File: config.mk
export PLATFORM = sky130hd
export DESIGN_NAME = softusb_rx_ng
export DESIGN_NICKNAME = d
export VERILOG_FILES = /design/src/rtl/softusb_rx_ng.sv
export SDC_FILE = /design/constraint.sdc
export NUM_CORES = 1
export LEC_CHECK = 0
export ABC_CLOCK_PERIOD_IN_PS = 1900
export CORE_AREA = 8 8 128 71
export DETAILED_ROUTE_END_ITERATION = 10
export DIE_AREA = 0 0 136 79
export GPL_TIMING_DRIVEN = 0
export PLACE_DENSITY = 0.81
export SLEW_MARGIN = 10
export SYNTH_ARGS = -nofsm -noshare
export SYNTH_HDL_FRONTEND = slang
export SYNTH_SLANG_ARGS = --single-unit
File: constraint.sdc
create_clock -name i_usb_clk -period 1.9 [get_ports i_usb_clk]
set_input_delay 0.475 -clock i_usb_clk [delete_from_list [all_inputs] [get_ports i_usb_clk]]
set_output_delay 0.475 -clock i_usb_clk [all_outputs]
set_load 0.02 [all_outputs]
File: src/rtl/softusb_rx_ng.sv
// USB receive front end: oversampled bit recovery, NRZI decode, sync detect,
// destuffing, byte assembly and per-packet PID/CRC/alignment status.
module softusb_rx_ng #(
   parameter int OVERSAMPLE = 4,
   parameter int LS_DIV     = 8,
   parameter int SYNC_MIN   = 5,
   parameter int IDLE_BITS  = 8
) (
   input  logic       i_usb_clk,
   input  logic       i_rxreset_n,
   input  logic       i_rx,
   input  logic       i_rxp,
   input  logic       i_rxm,
   input  logic       i_low_speed,
   output logic [7:0] o_rx_data,
   output logic       o_rx_valid,
   output logic       o_rx_active,
   output logic       o_rx_error,
   output logic       o_rx_done,
   output logic [3:0] o_rx_status
);
   localparam int P_FS = OVERSAMPLE;
   localparam int P_LS = OVERSAMPLE * LS_DIV;
   localparam int PW   = $clog2(P_LS + 1);
   localparam logic [PW-1:0] LAST_FS = PW'(P_FS - 1);
   localparam logic [PW-1:0] LAST_LS = PW'(P_LS - 1);
   localparam logic [PW-1:0] HALF_FS = PW'(P_FS / 2);
   localparam logic [PW-1:0] HALF_LS = PW'(P_LS / 2);
   localparam int JW = $clog2(IDLE_BITS + 1);
   localparam logic [JW-1:0] J_LAST     = JW'(IDLE_BITS - 1);
   localparam logic [2:0]    SYNC_MIN_C = 3'(SYNC_MIN);

   typedef enum logic [1:0] {S_IDLE, S_SYNC, S_DATA, S_ABORT} state_t;

   state_t        r_state, w_state_next;
   logic [1:0]    r_rx_s, r_rxp_s, r_rxm_s;
   logic          r_line_d, r_line_s;
   logic [PW-1:0] r_phase;
   logic [2:0]    r_zero_cnt, r_ones, r_bit_cnt;
   logic [1:0]    r_byte_cnt, r_pid_type;
   logic [7:0]    r_shift;
   logic [4:0]    r_crc5;
   logic [15:0]   r_crc16;
   logic          r_pid_err, r_stuff_err, r_se0_seen;
   logic [JW-1:0] r_j_cnt;
   logic [7:0]    r_rx_data;
   logic          r_rx_valid, r_rx_active, r_rx_error, r_rx_done;
   logic [3:0]    r_rx_status;

   logic          w_line, w_se0, w_strobe, w_bit;
   logic [PW-1:0] w_half, w_last;
   logic          w_take_bit, w_stuff_drop, w_stuff_err, w_eop, w_abort_done, w_enter_data;
   logic [7:0]    w_full_byte;
   logic [4:0]    w_crc5_next;
   logic [15:0]   w_crc16_next;
   logic          w_crc_bad, w_align_bad;

   assign w_line = r_rx_s[1] ^ i_low_speed;   // 1 = J in either speed
   assign w_se0  = ~r_rxp_s[1] & ~r_rxm_s[1];
   assign w_half = i_low_speed ? HALF_LS : HALF_FS;
   assign w_last = i_low_speed ? LAST_LS : LAST_FS;
   assign w_strobe = (r_phase == w_half);
   assign w_bit  = (w_line == r_line_s);
   assign w_full_byte  = {w_bit, r_shift[7:1]};
   assign w_crc5_next  = {r_crc5[3:0], 1'b0} ^ ((w_bit ^ r_crc5[4]) ? 5'h05 : 5'h00);
   assign w_crc16_next = {r_crc16[14:0], 1'b0} ^ ((w_bit ^ r_crc16[15]) ? 16'h8005 : 16'h0000);
   assign w_crc_bad = ((r_pid_type == 2'b01) && (r_crc5 != 5'b01100)) ||
                      ((r_pid_type == 2'b11) && (r_crc16 != 16'h800D));
   assign w_align_bad = (r_bit_cnt != 3'd0) || (r_byte_cnt == 2'd0);

   // Synchronisers and edge-aligned phase counter
   always_ff @(posedge i_usb_clk or negedge i_rxreset_n) begin
      if (!i_rxreset_n) begin
         r_rx_s   <= 2'b11;
         r_rxp_s  <= 2'b11;
         r_rxm_s  <= 2'b00;
         r_line_d <= 1'b1;
         r_phase  <= '0;
      end else begin
         r_rx_s   <= {r_rx_s[0], i_rx};
         r_rxp_s  <= {r_rxp_s[0], i_rxp};
         r_rxm_s  <= {r_rxm_s[0], i_rxm};
         r_line_d <= w_line;
         if (w_line != r_line_d)
            r_phase <= PW'(1);
         else if (r_phase >= w_last)
            r_phase <= '0;
         else
            r_phase <= r_phase + PW'(1);
      end
   end

   always_ff @(posedge i_usb_clk or negedge i_rxreset_n) begin
      if (!i_rxreset_n) r_state <= S_IDLE;
      else              r_state <= w_state_next;
   end

   always_comb begin
      w_state_next = r_state;
      w_take_bit   = 1'b0;
      w_stuff_drop = 1'b0;
      w_stuff_err  = 1'b0;
      w_eop        = 1'b0;
      w_abort_done = 1'b0;
      w_enter_data = 1'b0;
      if (w_strobe) begin
         case (r_state)
            S_IDLE: if (!w_se0 && !w_line) w_state_next = S_SYNC;
            S_SYNC: begin
               if (w_se0) begin
                  w_state_next = S_IDLE;
               end else if (w_bit) begin
                  if (r_zero_cnt >= SYNC_MIN_C) begin
                     w_state_next = S_DATA;
                     w_enter_data = 1'b1;
                  end else begin
                     w_state_next = S_IDLE;
                  end
               end
            end
            S_DATA: begin
               if (!w_se0) begin
                  if (r_se0_seen) begin
                     w_state_next = S_IDLE;
                     w_eop        = w_line;
                  end else if (r_ones == 3'd6) begin
                     w_stuff_drop = ~w_bit;
                     if (w_bit) begin
                        w_stuff_err  = 1'b1;
                        w_state_next = S_ABORT;
                     end
                  end else begin
                     w_take_bit = 1'b1;
                  end
               end
            end
            S_ABORT: begin
               if (!w_se0) begin
                  if (r_se0_seen) begin
                     w_state_next = S_IDLE;
                     w_abort_done = w_line;
                  end else if (w_line && (r_j_cnt == J_LAST)) begin
                     w_state_next = S_IDLE;
                  end
               end
            end
            default: w_state_next = S_IDLE;
         endcase
      end
   end

   always_ff @(posedge i_usb_clk or negedge i_rxreset_n) begin
      if (!i_rxreset_n) begin
         r_line_s    <= 1'b1;
         r_zero_cnt  <= '0;
         r_ones      <= '0;
         r_bit_cnt   <= '0;
         r_byte_cnt  <= '0;
         r_pid_type  <= '0;
         r_shift     <= '0;
         r_crc5      <= '0;
         r_crc16     <= '0;
         r_pid_err   <= 1'b0;
         r_stuff_err <= 1'b0;
         r_se0_seen  <= 1'b0;
         r_j_cnt     <= '0;
         r_rx_data   <= '0;
         r_rx_valid  <= 1'b0;
         r_rx_active <= 1'b0;
         r_rx_error  <= 1'b0;
         r_rx_done   <= 1'b0;
         r_rx_status <= '0;
      end else begin
         r_rx_valid  <= 1'b0;
         r_rx_error  <= 1'b0;
         r_rx_done   <= 1'b0;
         r_rx_active <= (w_state_next == S_DATA);
         if (w_strobe) begin
            r_line_s <= w_line;
            if (r_state == S_DATA || r_state == S_ABORT) r_se0_seen <= w_se0;
            if (r_state == S_IDLE) r_zero_cnt <= 3'd1;
            if (r_state == S_SYNC && !w_bit && r_zero_cnt != 3'd7) r_zero_cnt <= r_zero_cnt + 3'd1;
            if (r_state == S_ABORT) r_j_cnt <= (!w_se0 && w_line) ? r_j_cnt + JW'(1) : '0;
         end
         // The sync-terminating 1 already counts toward the stuffing run
         if (w_enter_data) begin
            r_ones      <= 3'd1;
            r_bit_cnt   <= '0;
            r_byte_cnt  <= '0;
            r_pid_type  <= 2'b00;
            r_crc5      <= '1;
            r_crc16     <= '1;
            r_pid_err   <= 1'b0;
            r_stuff_err <= 1'b0;
            r_se0_seen  <= 1'b0;
            r_j_cnt     <= '0;
         end
         if (w_stuff_drop) r_ones <= '0;
         if (w_stuff_err) begin
            r_rx_error  <= 1'b1;
            r_stuff_err <= 1'b1;
         end
         if (w_take_bit) begin
            r_ones    <= w_bit ? r_ones + 3'd1 : 3'd0;
            r_shift   <= w_full_byte;
            r_bit_cnt <= r_bit_cnt + 3'd1;
            if (r_byte_cnt != 2'd0) begin
               r_crc5  <= w_crc5_next;
               r_crc16 <= w_crc16_next;
            end
            if (r_bit_cnt == 3'd7) begin
               r_rx_data  <= w_full_byte;
               r_rx_valid <= 1'b1;
               if (r_byte_cnt != 2'd3) r_byte_cnt <= r_byte_cnt + 2'd1;
               if (r_byte_cnt == 2'd0) begin
                  r_pid_type <= w_full_byte[1:0];
                  r_pid_err  <= (w_full_byte[7:4] != ~w_full_byte[3:0]);
               end
            end
         end
         if (w_eop) begin
            r_rx_done   <= 1'b1;
            r_rx_status <= {w_align_bad, 1'b0, r_pid_err, w_crc_bad};
         end
         if (w_abort_done) begin
            r_rx_done   <= 1'b1;
            r_rx_status <= {1'b0, r_stuff_err, r_pid_err, 1'b0};
         end
      end
   end

   assign o_rx_data   = r_rx_data;
   assign o_rx_valid  = r_rx_valid;
   assign o_rx_active = r_rx_active;
   assign o_rx_error  = r_rx_error;
   assign o_rx_done   = r_rx_done;
   assign o_rx_status = r_rx_status;
endmodule

==> flow_summary.yaml <==
place:
  dpl.hpwl_mm: 5.77
  post_dp_cell_area_sq_um: 4190
  gp_congestion: 0.856
  port_buffers: 21
  placed_cells: 474
final_layout:
  fin_nets: 438
  stdcell_count: 522
  multi_input_area_sq_um: 1940
  n_antenna_cell: 0
  drive_above_1_share_pct: 34.6
  area_delta_synth_final_pct: 40.7
  fill_cells: 511
  final_area_sq_um: 5200
  regArea_sq_um: 2010
worst_setup_path:
  reg2reg_depth: 8
  crit_type: "reg -> reg"
  cp_max_fo: 8
  cp.arrival_ns: 2.32
  r2r_slack_ns: -0.17
  worst_setup_path_end_kind: "register"
  r2r-start: "r_phase[4]"
  worstPathRequired_ns: 2.15
  r2r-end: "o_rx_active"
  cp-start-kind: "register"
cts:
  cts_root_buffer: "clkbuf_16"
  h-tree-depth: 3
  cts_tree: "built"
  cts_buffers: 9
  clock-sinks: 80
  hold_buffers: 0
  clockBufferDepth: 2
  clk_pin_slew_ns: 0.06
  insertion_delay_ns: 0.34
pwr:
  total_leakage_power_nw: 2.29
  ir_drop_uv: 618
  p_per_area_nw_per_um2: 1160
outcome:
  status: "finished, violations left"
  failed_checks: "setup timing"
detailed_routing:
  via_count: 3104
  first_pass_iters: 5
  avgRoutedWirePerCell_um: 19.8
  wl_mm: 10.3
  drc: 0
  drt_iter0_drc: 298
  detail-route-antenna-nets: 0
  via_per_inst: 5.95
grt:
  grt_max_degree: 62
  grt_overflow: 0
  antenna_found_initial: 0
  grt_pass1_wl_mm: 14.6
  grt_pass1_vias: 2851
  grt_usage_pct: 17.4
sta:
  tightestPinTransition_ns: 0.495
  hold_viol: 0
  slew_viol_final: 0
  final-setup-viol-count: 58
  fmax_mhz: 484
  finClkSkew_ns: 0.00922
  grt_setup_unrepaired: "yes"
  slew_headroom_pct: 66.9
  finalCriticalPeriod_ns: 2.07
  finalWorstSetupSlack_ns: -0.167
  timing.hold.ws_ns: 0.0228
  period_share_pct: 109
die:
  dieArea_sq_um: 10700
  io_pins: 22
  die_w_um: 136
  die_h_um: 79
  num_rows: 23
  start_util_pct: 49.4
  coreArea_sq_um: 7480
logic_synthesis:
  synth_cell_types: 45
  ys_seq_area_share_pct: 54.4
  syn_area_sq_um: 3690
  synth_seq_cells: 80
  postSynthAreaPerCell_sq_um: 10.5
  synth_fp_nets: 373
  synthCells: 352
  synth_warnings: 0
run:
  maxCapViolCount: 0
min_path:
  hold_path_class: "in -> async"
==> final cells by class <==
type | instances | share of cell area [%]
Sequential cell | 80 | 38.7
Multi-Input combinational cell | 244 | 37.4
Timing Repair Buffer | 55 | 11.8
Clock buffer | 13 | 4.82
Buffer | 13 | 2.75
Tap cell | 100 | 2.41
Inverter | 14 | 1.25
Clock inverter | 3 | 0.819
==> timing repair <==
| action | CTS | global route |
|---|---|---|
| pin swaps | 11 | 12 |
| setup buffers | 14 | 14 |
| cloned | 1 | 4 |
| endpoints found under the setup margin | 73 | 64 |
| gates resized for setup | 40 | 88 |
==> metrics by stage <==
stage | total power [mW] | util, % | setup WS [ns] | setup TNS (ns)
2_1_floorplan | 3.45 | - | -0.125 | -1.71
3_3_place_gp | 3.75 | 55.7 | -2.35 | -246.90
3_5_place_dp | 3.87 | 56.0 | -1.09 | -67.48
4_1_cts | 5.71 | 63.4 | -0.123 | -2.43
5_1_grt | 6.33 | 69.4 | -0.244 | -8.58
6_report | 6.03 | 69.4 | -0.167 | -4.73
==> how the worst max path moves through the flow <==
stage               slack, ns         from             to  cells past startpoint
finish                  -0.17   r_phase[4]    o_rx_active                      8
global route            -0.24   r_phase[4]  r_pid_type[0]                      7
CTS                     -0.12   r_phase[4]  r_pid_type[1]                      9
detailed placement      -1.09  i_low_speed  r_pid_type[1]                     11
global placement        -2.35  i_rxreset_n     o_rx_valid                      1
floorplan               -0.12  i_low_speed   o_rx_data[0]                      6
==> cell families after synthesis <==
group | share of synthesized area [%]
mux | 4.88
flops | 54.4
fa+ha+maj | 5.08
compound gates | 11.6
simple gates | 16.4
xor+xnor | 4.44
buf+inv | 3.22
==> power by group <==
part	internal [mW]	total (mW)	leakage, nW	switching, mW
Clock	1.05	1.71	0.140	0.663
Combinational	0.803	1.83	1.12	1.02
Sequential	2.07	2.49	1.03	0.418
==> cells in the final DEF, fill, tap and decap left out, types with 3 or more instances in the layout <==
cell	n
dfrtp_1	72
xor2_1	5
o31ai_2	3
nor2_2	3
o21ai_2	6
xnor2_2	3
a21oi_1	10
a211o_1	3
clkdlybuf4s50_1	19
nor2_1	31
nor4_1	3
o21ai_0	8
a22o_1	3
nand2_1	24
o21ai_1	16
dfstp_2	6
inv_1	12
and3_1	3
a31oi_1	3
buf_2	3
ha_1	14
buf_6	18
buf_4	14
nand3_1	9
nor2_4	4
mux2_4	15
nor3_2	8
clkbuf_1	4
a21o_1	4
nand3_4	3
nor3_1	5
buf_8	6
nand4_1	3
clkbuf_16	11
xnor2_1	8
nand2_2	11
==> critical path: stages, from the launching register on <==
cell	delay, ns
dfrtp_2	0.43
ha_4	0.27
nor3b_4	0.18
buf_4	0.15
nand3_4	0.17
buf_4	0.22
a211oi_2	0.16
a32oi_1	0.20
a21oi_1	0.20
==> synth_stat cells <==
master / n / share of area (%)
nor4_1: 5 / 0.85
a2bb2oi_1: 1 / 0.24
o21ai_1: 12 / 1.6
a211oi_1: 3 / 0.61
or3b_1: 1 / 0.24
dfrtp_1: 74 / 50
xor3_1: 1 / 0.64
o31ai_1: 5 / 1.0
mux2_2: 16 / 4.9
nor2_1: 37 / 3.8
nand2b_1: 3 / 0.51
a22o_1: 3 / 0.71
nor3_4: 1 / 0.44
and3_1: 5 / 0.85
a21o_1: 4 / 0.81
inv_1: 13 / 1.3
o22ai_1: 1 / 0.17
nand2_1: 36 / 3.7
o21ai_0: 18 / 2.4
nor3_2: 1 / 0.27
a211o_1: 3 / 0.71
or3b_2: 1 / 0.24
a32oi_1: 1 / 0.24
nand3b_1: 1 / 0.20
nor2_2: 1 / 0.17
o21a_1: 1 / 0.20
o32a_1: 1 / 0.27
nand3_1: 12 / 1.6
clkbuf_1: 3 / 0.30
nand3_2: 1 / 0.27
xnor2_1: 11 / 2.6
or3_1: 1 / 0.17
a21oi_1: 12 / 1.6
nor3_1: 13 / 1.8
dfstp_2: 6 / 4.3
a31oi_1: 4 / 0.68
nor3b_1: 2 / 0.41
nand4b_1: 1 / 0.24
inv_2: 1 / 0.10
nand4_1: 3 / 0.51
ha_1: 15 / 5.1
nor4b_1: 1 / 0.24
buf_2: 11 / 1.5
xor2_1: 5 / 1.2
a41oi_1: 1 / 0.24
==> metal layers <==
| layer | track usage [%] | wire (um) |
|---|---|---|
| met5 | 0 | 0 |
| met4 | 6.20 | 229 |
| met3 | 5.04 | 751 |
| met2 | 25.0 | 4730 |
| met1 | 24.7 | 4600 |
==> flip-flops by register name, summed over array words and instances (netlist names), 3 cells and up <==
name         cells
r_crc16         16
o_rx_data        8
r_shift          7
r_phase          6
r_crc5           5
o_rx_status      4
r_j_cnt          4
r_bit_cnt        3
r_ones           3
r_zero_cnt       3
Power figures use the tool's default switching activity.
